<file path="config.mk">
export PLATFORM = sky130hd
export DESIGN_NAME = act_wgt_loader
export DESIGN_NICKNAME = d
export VERILOG_FILES = /design/src/rtl/loader_pkg.sv /design/src/rtl/loader_watchdog.sv /design/src/rtl/act_wgt_loader.sv
export SDC_FILE = /design/constraint.sdc
export NUM_CORES = 1
export LEC_CHECK = 0
export ABC_AREA = 1
export BUFFER_PORTS_ARGS = -buffer_cell sky130_fd_sc_hd__buf_2
export CORE_ASPECT_RATIO = 0.8
export CORE_UTILIZATION = 52
export DETAILED_ROUTE_END_ITERATION = 12
export HOLD_SLACK_MARGIN = 0.15
export PLACE_DENSITY = 0.83
export SKIP_CTS_REPAIR_TIMING = 1
export SLEW_MARGIN = 0
export SYNTH_ARGS = -nofsm -noshare
export SYNTH_HDL_FRONTEND = slang
export SYNTH_HIERARCHICAL = 1
export SYNTH_SLANG_ARGS = --single-unit
</file>
<file path="constraint.sdc">
create_clock -name clk -period 1.6 [get_ports clk]
set_input_delay 0.32 -clock clk [delete_from_list [all_inputs] [get_ports clk]]
set_output_delay 0.32 -clock clk [all_outputs]
set_load 0.05 [all_outputs]
</file>
<file path="src/rtl/loader_pkg.sv">
// rtl/loader_pkg.sv - shared state encoding, widths and weight base for the act/weight loader
package loader_pkg;

    localparam int LOADER_ADDR_W   = 11;
    localparam int LOADER_KIJ_W    = 4;
    localparam int LOADER_WGT_BASE = 1024;
    localparam int LOADER_WD_W     = 8;

    typedef enum logic [2:0] {
        S_IDLE      = 3'd0,
        S_ACT_WR    = 3'd1,
        S_WGT_WR    = 3'd2,
        S_START     = 3'd3,
        S_WAIT_DONE = 3'd4,
        S_FINISH    = 3'd5
    } loader_state_t;

endpackage

</file>
<file path="src/rtl/loader_watchdog.sv">
// rtl/loader_watchdog.sv - cycle counter that flags a core that never reports done
module loader_watchdog
    import loader_pkg::*;
#(
    parameter int TIMEOUT = 255
) (
    input  logic i_clk,
    input  logic i_rst_n,
    input  logic i_clear,
    input  logic i_en,
    output logic o_expired
);

    logic [LOADER_WD_W-1:0] r_cnt;

    // Restarted just before each wait begins, then counts every waiting cycle
    always_ff @(posedge i_clk or negedge i_rst_n) begin
        if (!i_rst_n) begin
            r_cnt <= '0;
        end else if (i_clear) begin
            r_cnt <= '0;
        end else if (i_en && !o_expired) begin
            r_cnt <= r_cnt + 1'b1;
        end
    end

    // Expires on the TIMEOUT-th waiting cycle so the FSM leaves on the next edge
    assign o_expired = i_en && (r_cnt == LOADER_WD_W'(TIMEOUT - 1));

endmodule

</file>
<file path="src/rtl/act_wgt_loader.sv">
// rtl/act_wgt_loader.sv - stream-to-SRAM activation/weight loader with core handshake (LOADER_TIMEOUT_EN adds the done watchdog)
module act_wgt_loader
    import loader_pkg::*;
#(
    parameter int ADDR_W   = LOADER_ADDR_W,
    parameter int DATA_W   = 32,
    parameter int M        = 6,
    parameter int COL      = 8,
    parameter int KIJ_NUM  = 9,
    parameter int WGT_BASE = LOADER_WGT_BASE,
    parameter int TIMEOUT  = 255
) (
    input  logic                    clk,
    input  logic                    reset,
    input  logic                    go,
    input  logic                    in_valid,
    output logic                    in_ready,
    input  logic [DATA_W-1:0]       in_data,
    input  logic                    core_done,
    output logic                    sram_cen,
    output logic                    sram_wen,
    output logic [ADDR_W-1:0]       sram_addr,
    output logic [DATA_W-1:0]       sram_d,
    output logic                    core_start,
    output logic [LOADER_KIJ_W-1:0] kij,
    output logic                    busy,
    output logic                    run_done,
    output logic                    err
);

    // The watchdog counter is 8 bits wide, so the limit must fit in it
    if (TIMEOUT < 1 || TIMEOUT > 255) begin : g_bad_timeout
        $error("act_wgt_loader: TIMEOUT must be in 1..255");
    end

    loader_state_t           r_state;
    logic [ADDR_W-1:0]       r_cnt;
    logic [LOADER_KIJ_W-1:0] r_kij;
    logic                    r_in_ready;
    logic                    r_sram_cen;
    logic                    r_sram_wen;
    logic [ADDR_W-1:0]       r_sram_addr;
    logic [DATA_W-1:0]       r_sram_d;
    logic                    r_core_start;
    logic                    r_busy;
    logic                    r_run_done;
    logic                    r_done_d;

    logic w_accept;
    logic w_done_rise;
    logic w_act_last;
    logic w_wgt_last;
    logic w_kij_last;

    assign w_accept    = in_valid && r_in_ready;
    assign w_done_rise = core_done && !r_done_d;
    assign w_act_last  = (r_cnt == ADDR_W'(M * M - 1));
    assign w_wgt_last  = (r_cnt == ADDR_W'(COL - 1));
    assign w_kij_last  = (r_kij == LOADER_KIJ_W'(KIJ_NUM - 1));

`ifdef LOADER_TIMEOUT_EN
    logic r_err;
    logic w_wd_expired;

    loader_watchdog #(
        .TIMEOUT (TIMEOUT)
    ) u_watchdog (
        .i_clk     (clk),
        .i_rst_n   (reset),
        .i_clear   (r_state == S_START),
        .i_en      (r_state == S_WAIT_DONE),
        .o_expired (w_wd_expired)
    );

    assign err = r_err;
`else
    assign err = 1'b0;
`endif

    // Single control FSM: streams the tiles into SRAM and sequences the core per kij
    always_ff @(posedge clk or negedge reset) begin
        if (!reset) begin
            r_state      <= S_IDLE;
            r_cnt        <= '0;
            r_kij        <= '0;
            r_in_ready   <= 1'b0;
            r_sram_cen   <= 1'b1;
            r_sram_wen   <= 1'b1;
            r_sram_addr  <= '0;
            r_sram_d     <= '0;
            r_core_start <= 1'b0;
            r_busy       <= 1'b0;
            r_run_done   <= 1'b0;
            r_done_d     <= 1'b0;
`ifdef LOADER_TIMEOUT_EN
            r_err        <= 1'b0;
`endif
        end else begin
            // The edge register follows core_done in every state so a held level never retriggers
            r_done_d     <= core_done;
            r_sram_cen   <= 1'b1;
            r_sram_wen   <= 1'b1;
            r_core_start <= 1'b0;
            r_run_done   <= 1'b0;

            case (r_state)
                S_IDLE: begin
                    if (go) begin
                        r_state    <= S_ACT_WR;
                        r_kij      <= '0;
                        r_cnt      <= '0;
                        r_busy     <= 1'b1;
                        r_in_ready <= 1'b1;
`ifdef LOADER_TIMEOUT_EN
                        r_err      <= 1'b0;
`endif
                    end
                end

                S_ACT_WR: begin
                    if (w_accept) begin
                        r_sram_cen  <= 1'b0;
                        r_sram_wen  <= 1'b0;
                        r_sram_addr <= r_cnt;
                        r_sram_d    <= in_data;
                        if (w_act_last) begin
                            r_cnt   <= '0;
                            r_state <= S_WGT_WR;
                        end else begin
                            r_cnt <= r_cnt + 1'b1;
                        end
                    end
                end

                S_WGT_WR: begin
                    if (w_accept) begin
                        r_sram_cen  <= 1'b0;
                        r_sram_wen  <= 1'b0;
                        r_sram_addr <= ADDR_W'(WGT_BASE) + r_cnt;
                        r_sram_d    <= in_data;
                        r_cnt       <= r_cnt + 1'b1;
                        // Start is raised alongside the last weight write so the core sees a complete tile
                        if (w_wgt_last) begin
                            r_in_ready   <= 1'b0;
                            r_core_start <= 1'b1;
                            r_state      <= S_START;
                        end
                    end
                end

                S_START: begin
                    r_state <= S_WAIT_DONE;
                end

                S_WAIT_DONE: begin
                    if (w_done_rise) begin
                        if (w_kij_last) begin
                            r_run_done <= 1'b1;
                            r_state    <= S_FINISH;
                        end else begin
                            r_kij      <= r_kij + 1'b1;
                            r_cnt      <= '0;
                            r_in_ready <= 1'b1;
                            r_state    <= S_WGT_WR;
                        end
                    end
`ifdef LOADER_TIMEOUT_EN
                    else if (w_wd_expired) begin
                        r_err   <= 1'b1;
                        r_busy  <= 1'b0;
                        r_state <= S_IDLE;
                    end
`endif
                end

                S_FINISH: begin
                    r_busy  <= 1'b0;
                    r_state <= S_IDLE;
                end

                default: begin
                    r_busy     <= 1'b0;
                    r_in_ready <= 1'b0;
                    r_state    <= S_IDLE;
                end
            endcase
        end
    end

    assign in_ready   = r_in_ready;
    assign sram_cen   = r_sram_cen;
    assign sram_wen   = r_sram_wen;
    assign sram_addr  = r_sram_addr;
    assign sram_d     = r_sram_d;
    assign core_start = r_core_start;
    assign kij        = r_kij;
    assign busy       = r_busy;
    assign run_done   = r_run_done;

endmodule

</file>
* Word level (Yosys, flattened, before mapping) *
Index checks and enable logic that the tools add are counted.

word-level totals
  register bits after elaboration = 67
  bits of input ports = 37

operators by class
  $add $sub $neg = 3
  equal/unequal tests = 15
  muxes and demuxes = 37
  bitwise operators = 2
  reduce and logical (&&, ||, !) cells = 17

operators by type and width
  cell                      count
  $mux W11                  8
  $pmux W11 S4              1
  $pmux W11 S2              1
  $mux W3                   7
  $reduce_and A6 Y1         3
  $pmux W3 S5               1
  $ne A2 B2 Y1 const B      7
  $mux W1                   13
  $mux W4                   3
  $add A11 B1 Y11 const B   1
  $add A11 B11 Y11 const A  1
  $eq A11 B3 Y1 const B     1
  $eq A11 B6 Y1 const B     1
  $pmux W4 S2               1
  $eq A3 B2 Y1 const B      2
  $eq A3 B3 Y1 const B      2
  $add A4 B1 Y4 const B     1
  $eq A4 B4 Y1 const B      1
  $pmux W1 S4               1
  $reduce_and A2 Y1         2
  $reduce_and A4 Y1         1
  $reduce_bool A2 Y1        2
  $reduce_bool A4 Y1        1
  $reduce_or A4 Y1          1
  9 further kinds           11

* Logic depth before layout (Yosys ltp) *
Gate-level depths: netlist of the first run.

  depth in word-level cells = 4
  gate-level depth with buffers = 10
  gate-level depth less buffers = 10

* Worst setup path after synthesis of the first run *
Ideal clock, no wire load.

  path type = flip-flop to flip-flop
  from = reg r_kij[0] (netlist: kij[0])
  to = reg r_cnt[0]
  arrival = 1.588 ns
  data required time = 1.484 ns
  path slack = -0.104 ns
  stages on the path, launching flop included = 10
  path buffers = 1
  path through = dfrtp_1 inv_1 ha_1 nand4_1 o21ai_1 inv_1 nand2_4 buf_6 nand2_1 nand2_1

on the way
  word-level cells in the longest chain between the ends = 3

RTL lines
  item                                line                   text
  start, declared                     act_wgt_loader.sv:38   logic [LOADER_KIJ_W-1:0] r_kij;
  start signal, assigned              act_wgt_loader.sv:161  r_kij <= r_kij + 1'b1;
  $eq A4 B4 Y1                        act_wgt_loader.sv:59   assign w_kij_last = (r_kij == LOADER_KIJ_W'(KIJ_NUM - 1));
  $ne A2 B2 Y1 (no source line)       n/a
  $reduce_and A6 Y1 (no source line)  n/a
  end signal, assigned                act_wgt_loader.sv:130  r_cnt <= r_cnt + 1'b1;
  end signal, assigned                act_wgt_loader.sv:141  r_cnt <= r_cnt + 1'b1;
  end, declared                       act_wgt_loader.sv:37   logic [ADDR_W-1:0] r_cnt;

No other way between the ends.
A chain may end at the register's enable or synchronous reset.

* Final worst setup path of the first run *
  from = reg r_cnt[1]
  to = reg r_cnt[5]

on the way
  word-level cells in the longest chain between the ends = 4
  elaborated cells between the ends (all ways) = 6
  those cells by class = 1 x add/sub; 1 x eq/ne; 4 x mux

RTL lines
  item                                              line                                                                text
  $add A11 B1 Y11 or $eq A11 B6 Y1 (tied branches)  act_wgt_loader.sv:130, act_wgt_loader.sv:141, act_wgt_loader.sv:57
  $mux W11                                          act_wgt_loader.sv:126                                               if (w_act_last) begin
  $mux W11                                          act_wgt_loader.sv:121                                               if (w_accept) begin
  $pmux W11 S4 *                                    act_wgt_loader.sv:106                                               case (r_state)

Mark *: on every way between the ends. The rest lies on a longest branch, timed or not. The select of a mux whose other input is x is not followed.

==> run metrics, run 1 <==
total clock sinks between 60 and 70; Final Max Slew Viols 0; Post-Route Utilization between 70% and 80%; root buffer cell clkbuf_8; DR vias/cell approximately 5.0; Critical Path Fanout Max 4; synth top area cells dfrtp_1, nand2_1, nand3_1; leading cell type in the layout, fill and taps excluded nand2_1; RSZ-0062 raised after global routing true; crit path cell chain ha_2, nand2_1, nor2_1, nand3_1, buf_4, nand3_1, nand2_1, nand2_1, nand2_1; GRT Residual Overflow 0; top cell type's share of synthesized area between 50% and 60%; detailed-route via count 2993; worst path required time between 1500 and 2000 ps; routed len/inst between 10 and 15 µm; met3 Use GR ~7%; largest net degree at the start of global routing 68; Final period util 97.4%; Final nets approximately 550; row cnt 25; Critical-path top delay cell dfrtp_1; Yosys cell types 32; routing usage on met1 34.4%; yosys warns 6; most frequent cells in the layout nand2_1, buf_2, dfrtp_1; clk slew on worst S/H paths ~80 ps; GR Util All Layers 25.0%; Final Hold Fails 0; HPWL Detailed roughly 5500 µm; Initial Util 54.2%; sequential share of the synthesized area 52.1%; diode count 0; initial antenna violation count 0; CP max stage delay roughly 420 ps; fmax about 640 MHz; Die Ht approximately 72 µm; post-synth net total 437; Core Footprint around 5900 µm²; Layout area overhead 30.2%; cell area after synthesis 3220 µm²; worst skew pair latency about 350 ps; Leak Pwr roughly 2.3 nW; status finished, final reports clean; #FFs+latches synth 67; Startpoint Class flop; max cap viols 0; remaining antenna violation count 0; Initial DRC Count between 200 and 300; Reg2Reg Setup Slack about 42 ps; DIE AREA 6510 µm²; Final setup violation count 0; Max clock buf depth 2; layout cells sized above 1 between 30% and 40%; met2 Usage GRT roughly 37%; Critical Path AT about 1800 ps; number of global-route vias before repair about 2600; endpoint type of the worst setup path flop; first-pass GRT wire length 12600 µm; Port Buffers 89; H-tree depth 3; Top cell by count, worst path nand2_1; DRC 0; Num CTS Buffers 9; Max VDD drop around 1200 µV; Post-Synthesis Cells just under 400; GP Congestion 0.920; I/O Pins 91; Setup Crit Path Kind reg -> reg; hold crit path type in -> reg; Min Clock Period, post-route 1560 ps; TritonRoute pass-1 iters 5; GR peak layer met2; Die Wd 90.0 µm; final total power roughly 8.8 mW; WL final between 7000 and 8000 µm; PwrDens around 2100 nW/µm²; Avg Cell Area, Syn slightly above 8 µm²; clock skew between 10 and 15 ps; CTS tree done; Synth area leader dfrtp_1
[final cells by class]
| cell class | count | area, µm² |
|---|---|---|
| flip-flops and latches | 67 | 1680 |
| fillers | 462 | 1750 |
| well taps | 81 | 101 |
| multi-input cells | 289 | 1390 |
| clock buffers | 9 | 124 |
| inverters | 27 | 108 |
| repair buffers | 114 | 676 |
| clock inverters | 6 | 114 |
[sequential cells by signal (all words and copies together), names as in the netlist]
| signal | count |
|---|---|
| r_done_d | 1 |
| sram_addr | 11 |
| sram_wen | 1 |
| core_start | 1 |
| r_state | 3 |
| busy | 1 |
| run_done | 1 |
| kij | 4 |
| sram_d | 32 |
| in_ready | 1 |
| r_cnt | 11 |
[synthesized netlist by cell type]
cell	instances
buf_2	9
inv_1	21
o21ai_0	18
a21oi_1	3
nor3_1	2
nor2_8	1
clkbuf_1	1
xor2_1	6
conb_1	1
nor4_1	1
nor2_4	1
dfrtp_1	66
or2_2	1
o211ai_1	2
a21oi_4	1
o21ai_1	2
nor2_1	13
nand2_1	184
nand2_4	3
nand3_4	2
nand3_1	28
ha_1	4
nor2_2	1
inv_4	1
buf_4	2
nand4_1	7
dfstp_2	1
nand3b_1	2
o21ai_2	2
nand2_2	4
inv_2	5
buf_6	1
[per-stage QoR]
stage | worst slack [ps] | cell area (µm²) | hold WS [ps] | std cells | TNS (ps)
6_report | 42.1 | 4190 | 154 | 593 | 0
5_1_grt | -13.9 | 4190 | 154 | 593 | -26.0
4_1_cts | 3.20 | 4100 | -15.9 | 586 | 0
3_5_place_dp | 29.0 | 3870 | 364 | 571 | 0
3_3_place_gp | 108 | 3870 | 362 | 571 | 0
2_1_floorplan | 19.3 | 3220 | 24.4 | 396 | 0
[worst max-delay path: cells and delay by family, from the launching register on]
kind	cells	cell delay, ps
adders and majority gates	1	250
buffers and inverters	1	190
DFF	1	420
and+or+nand+nor	7	600
[worst paths after layout]
kind,startpoint,end,cells after the start
worst max-delay path,r_cnt[1],r_cnt[5],9
worst min-delay path,in_data[26],sram_d[26],3
worst min register to register,sram_d[4],sram_d[4],2
min in group asynchronous,reset,sram_d[5],3
worst max register to register,r_cnt[1],r_cnt[5],9
max in group asynchronous,reset,sram_wen,3
[routing by layer]
metal | wire length (µm) | share of wire [%]
met1 | 3500 | 45
met2 | 3380 | 44
met3 | 635 | 8.2
met4 | 211 | 2.7
met5 | 0 | 0
[where the power goes]
part	internal, mW	switching [mW]	total (mW)	leakage, nW
registers	2.22	0.347	2.57	0.865
logic	1.23	3.29	4.52	1.34
clock network	1.03	0.654	1.68	0.112
[cell families (layout without fill, tap and decap cells)]
logic type               Yosys count  count (layout)  share of synthesized area (%)
AND/OR/NAND/NOR                  250             250                           33.9
flip-flops                        67              67                           52.1
buffers and inverters             40             156                           5.56
AO/OA/AOI/OAI                     28              28                           5.09
XOR/XNOR                           6               6                           1.63
adder cells (fa/ha/maj)            4               4                           1.55
other                              1               1                          0.116
Power figures use the tool's default switching activity.
==> run 2, diff against run 1 <==
==> constraint.sdc (replaced) <==
create_clock -name clk -period 1.55 [get_ports clk]
set_input_delay 0.31 -clock clk [delete_from_list [all_inputs] [get_ports clk]]
set_output_delay 0.31 -clock clk [all_outputs]
set_load 0.05 [all_outputs]
==> run 2 against run 1 <==
Final cell count increased by 1.5%; sequential power increased by 3%; die area unchanged; global-route usage increased by 0.22 points; clock power decreased by 7%.
==> run metrics, run 2 (synthesis gave the netlist of run 1 again) <==
status finished, final reports clean; Layout area overhead 31.7%; worst slack, placed -9.33 ps (-38.3 ps); Psw 4.53 mW (+5.6%); Leak Pwr 2.37 nW (+2.0%); Max VDD drop 997 µV (-19%); number of global-route vias before repair 2772 (+5.3%); Clock power frac 17.3% (-1.9 points); TritonRoute pass-1 iters 4 (-1); internal power 4.51 mW (+0.49%); detailed-route via count 3063 (+2.3%); Final setup violation count 0 (unchanged); combinational power share 53.3% (+1.8 points); largest net degree at the start of global routing 68 (unchanged); leading cell type in the layout, fill and taps excluded nand2_1; r2r startpoint r_state[2]; RSZ-0062 raised after global routing true; part of the power in registers 29.4% (about the same); remaining antenna violation count 0 (unchanged); Max clock buf depth 2 (unchanged); clk slew on worst S/H paths 70 ps (about the same); GR peak layer met2; H-tree depth 3 (unchanged); DIE AREA 6510 µm² (unchanged); GR Util All Layers 25.3% (+0.22 points); fin cells 602 (+1.5%); final total power 9.04 mW (+3.0%); Die Ht 72.4 µm (unchanged); hold crit path type in -> reg; Hold Slack 157 ps (+2.81 ps); placed cell count 578 (+1.2%); GRT Residual Overflow 0 (unchanged); CTS tree done; Largest register FFs 32 (unchanged); Final Max Slew Viols 0 (unchanged); endpoint type of the worst setup path flop; PwrDens 2130 nW/µm² (+1.8%); max cap viols 0 (unchanged); Reg2Reg Setup Slack 80 ps (+30 ps); clock skew 9.62 ps (-1.80 ps); row cnt 25 (unchanged); routing usage on met1 35.5% (+1.0 points); switch share 50.1% (+1.2 points); Core Footprint 5940 µm² (unchanged); fmax just under 700 MHz; Min Clock Period, post-route ~1500 ps; Final nets 558 (+1.6%); most frequent cells in the layout nand2_1, buf_2, dfrtp_1; root buffer cell clkbuf_8; met3 Use GR 6.29% (-0.73 points); reg-to-reg critical path endpoint r_cnt[8]; FILL cells 439 (-5.0%); DRC 0 (unchanged); initial antenna violation count 0 (unchanged); Critical Path AT 1700 ps (-90 ps); Port Buffers 89 (unchanged); diode count 0 (unchanged); crit path capture r_cnt[8]; reg2reg path depth 10 (+1); setup_tns 0 ps (unchanged); Setup WS post-layout 76.1 ps (+34.0 ps); GP Congestion 0.902 (-2.0%); met2 Usage GRT 38.5% (+1.5 points); Die Wd 90.0 µm (unchanged); Startpoint Class input pin; I/O Pins 91 (unchanged); Final period util a little over nine tenths; Critical Path Fanout Max 6 (+2); worst skew pair latency 340 ps (about the same); first-pass GRT wire length 12900 µm (+2.2%); DR vias/cell 5.09 (+0.81%); Initial Util 54.2% (unchanged); total clock sinks 67 (unchanged); Num CTS Buffers 9 (unchanged); WL final 7950 µm (+2.9%); layout cells sized above 1 33.4% (+2.3 points); routed len/inst 13.2 µm (+1.4%); HPWL Detailed 5520 µm (-0.16%); Setup Crit Path Kind in -> reg; Initial DRC Count 260 (+3.6%); worst path required time 1780 ps (-50 ps); Final Hold Fails 0 (unchanged); CP startpoint core_done
## run 2: cell types whose count changed in the layout (fill, tap and decap cells not counted), sizes merged
cell      before  now
nand2        191  192
clkinvlp       3    1
bufinv         3    2
buf          112  120
inv           27   28
clkinv         0    2
## run 2: stage by stage
step	area (µm²)	utilization, %
final	4240	71.3
after global routing	4240	71.3
after CTS	4140	69.6
after detailed placement	3920	66.0
after global placement	3920	66.0
after floorplan	3220	-
## run 2: worst max-delay path: stages
cell	delay (ps)
dlygate4sd3_1	520
buf_2	100
nand2_1	90
nand2_4	100
nand2_4	70
nor2_8	140
nand2_4	90
buf_4	150
nand2_1	60
o21ai_2	50
## run 2: final cells by class
| type | count | area (µm²) | area share (%) |
|---|---|---|---|
| clock buffer | 9 | 124 | 2.92 |
| clock inverter | 6 | 90.1 | 2.12 |
| inverter | 27 | 106 | 2.51 |
| multi-input combinational | 290 | 1400 | 33.0 |
| sequential | 67 | 1690 | 39.7 |
| tap | 81 | 101 | 2.39 |
| timing repair buffer | 122 | 736 | 17.4 |
## run 2: per-layer routing
layer  up-vias  wire length (µm)
li1       1491                 -
met1      1424              3560
met2       131              3660
met3        17               568
met4         0               153
met5         -                 0
## run 2: how the worst min path moves through the flow
stage                     slack, ps    endpoint        start  cells after the start
after CTS                       -20  sram_d[11]        reset                      2
after global routing            170  sram_d[19]  in_data[19]                      3
after detailed placement        350  sram_d[11]        reset                      2
after global placement          350   sram_d[3]        reset                      2
after floorplan                  10        busy        reset                      0
final                           160  sram_d[27]  in_data[27]                      3
## run 2: power by group through the flow
stage                     clock, mW  combinational (mW)  sequential, mW
after detailed placement          0                4.49            2.66
after global placement            0                4.40            2.63
after floorplan                   0                1.80            4.23
final                          1.57                4.82            2.65
after CTS                      1.60                4.52            2.63
after global routing           1.67                5.16            2.71
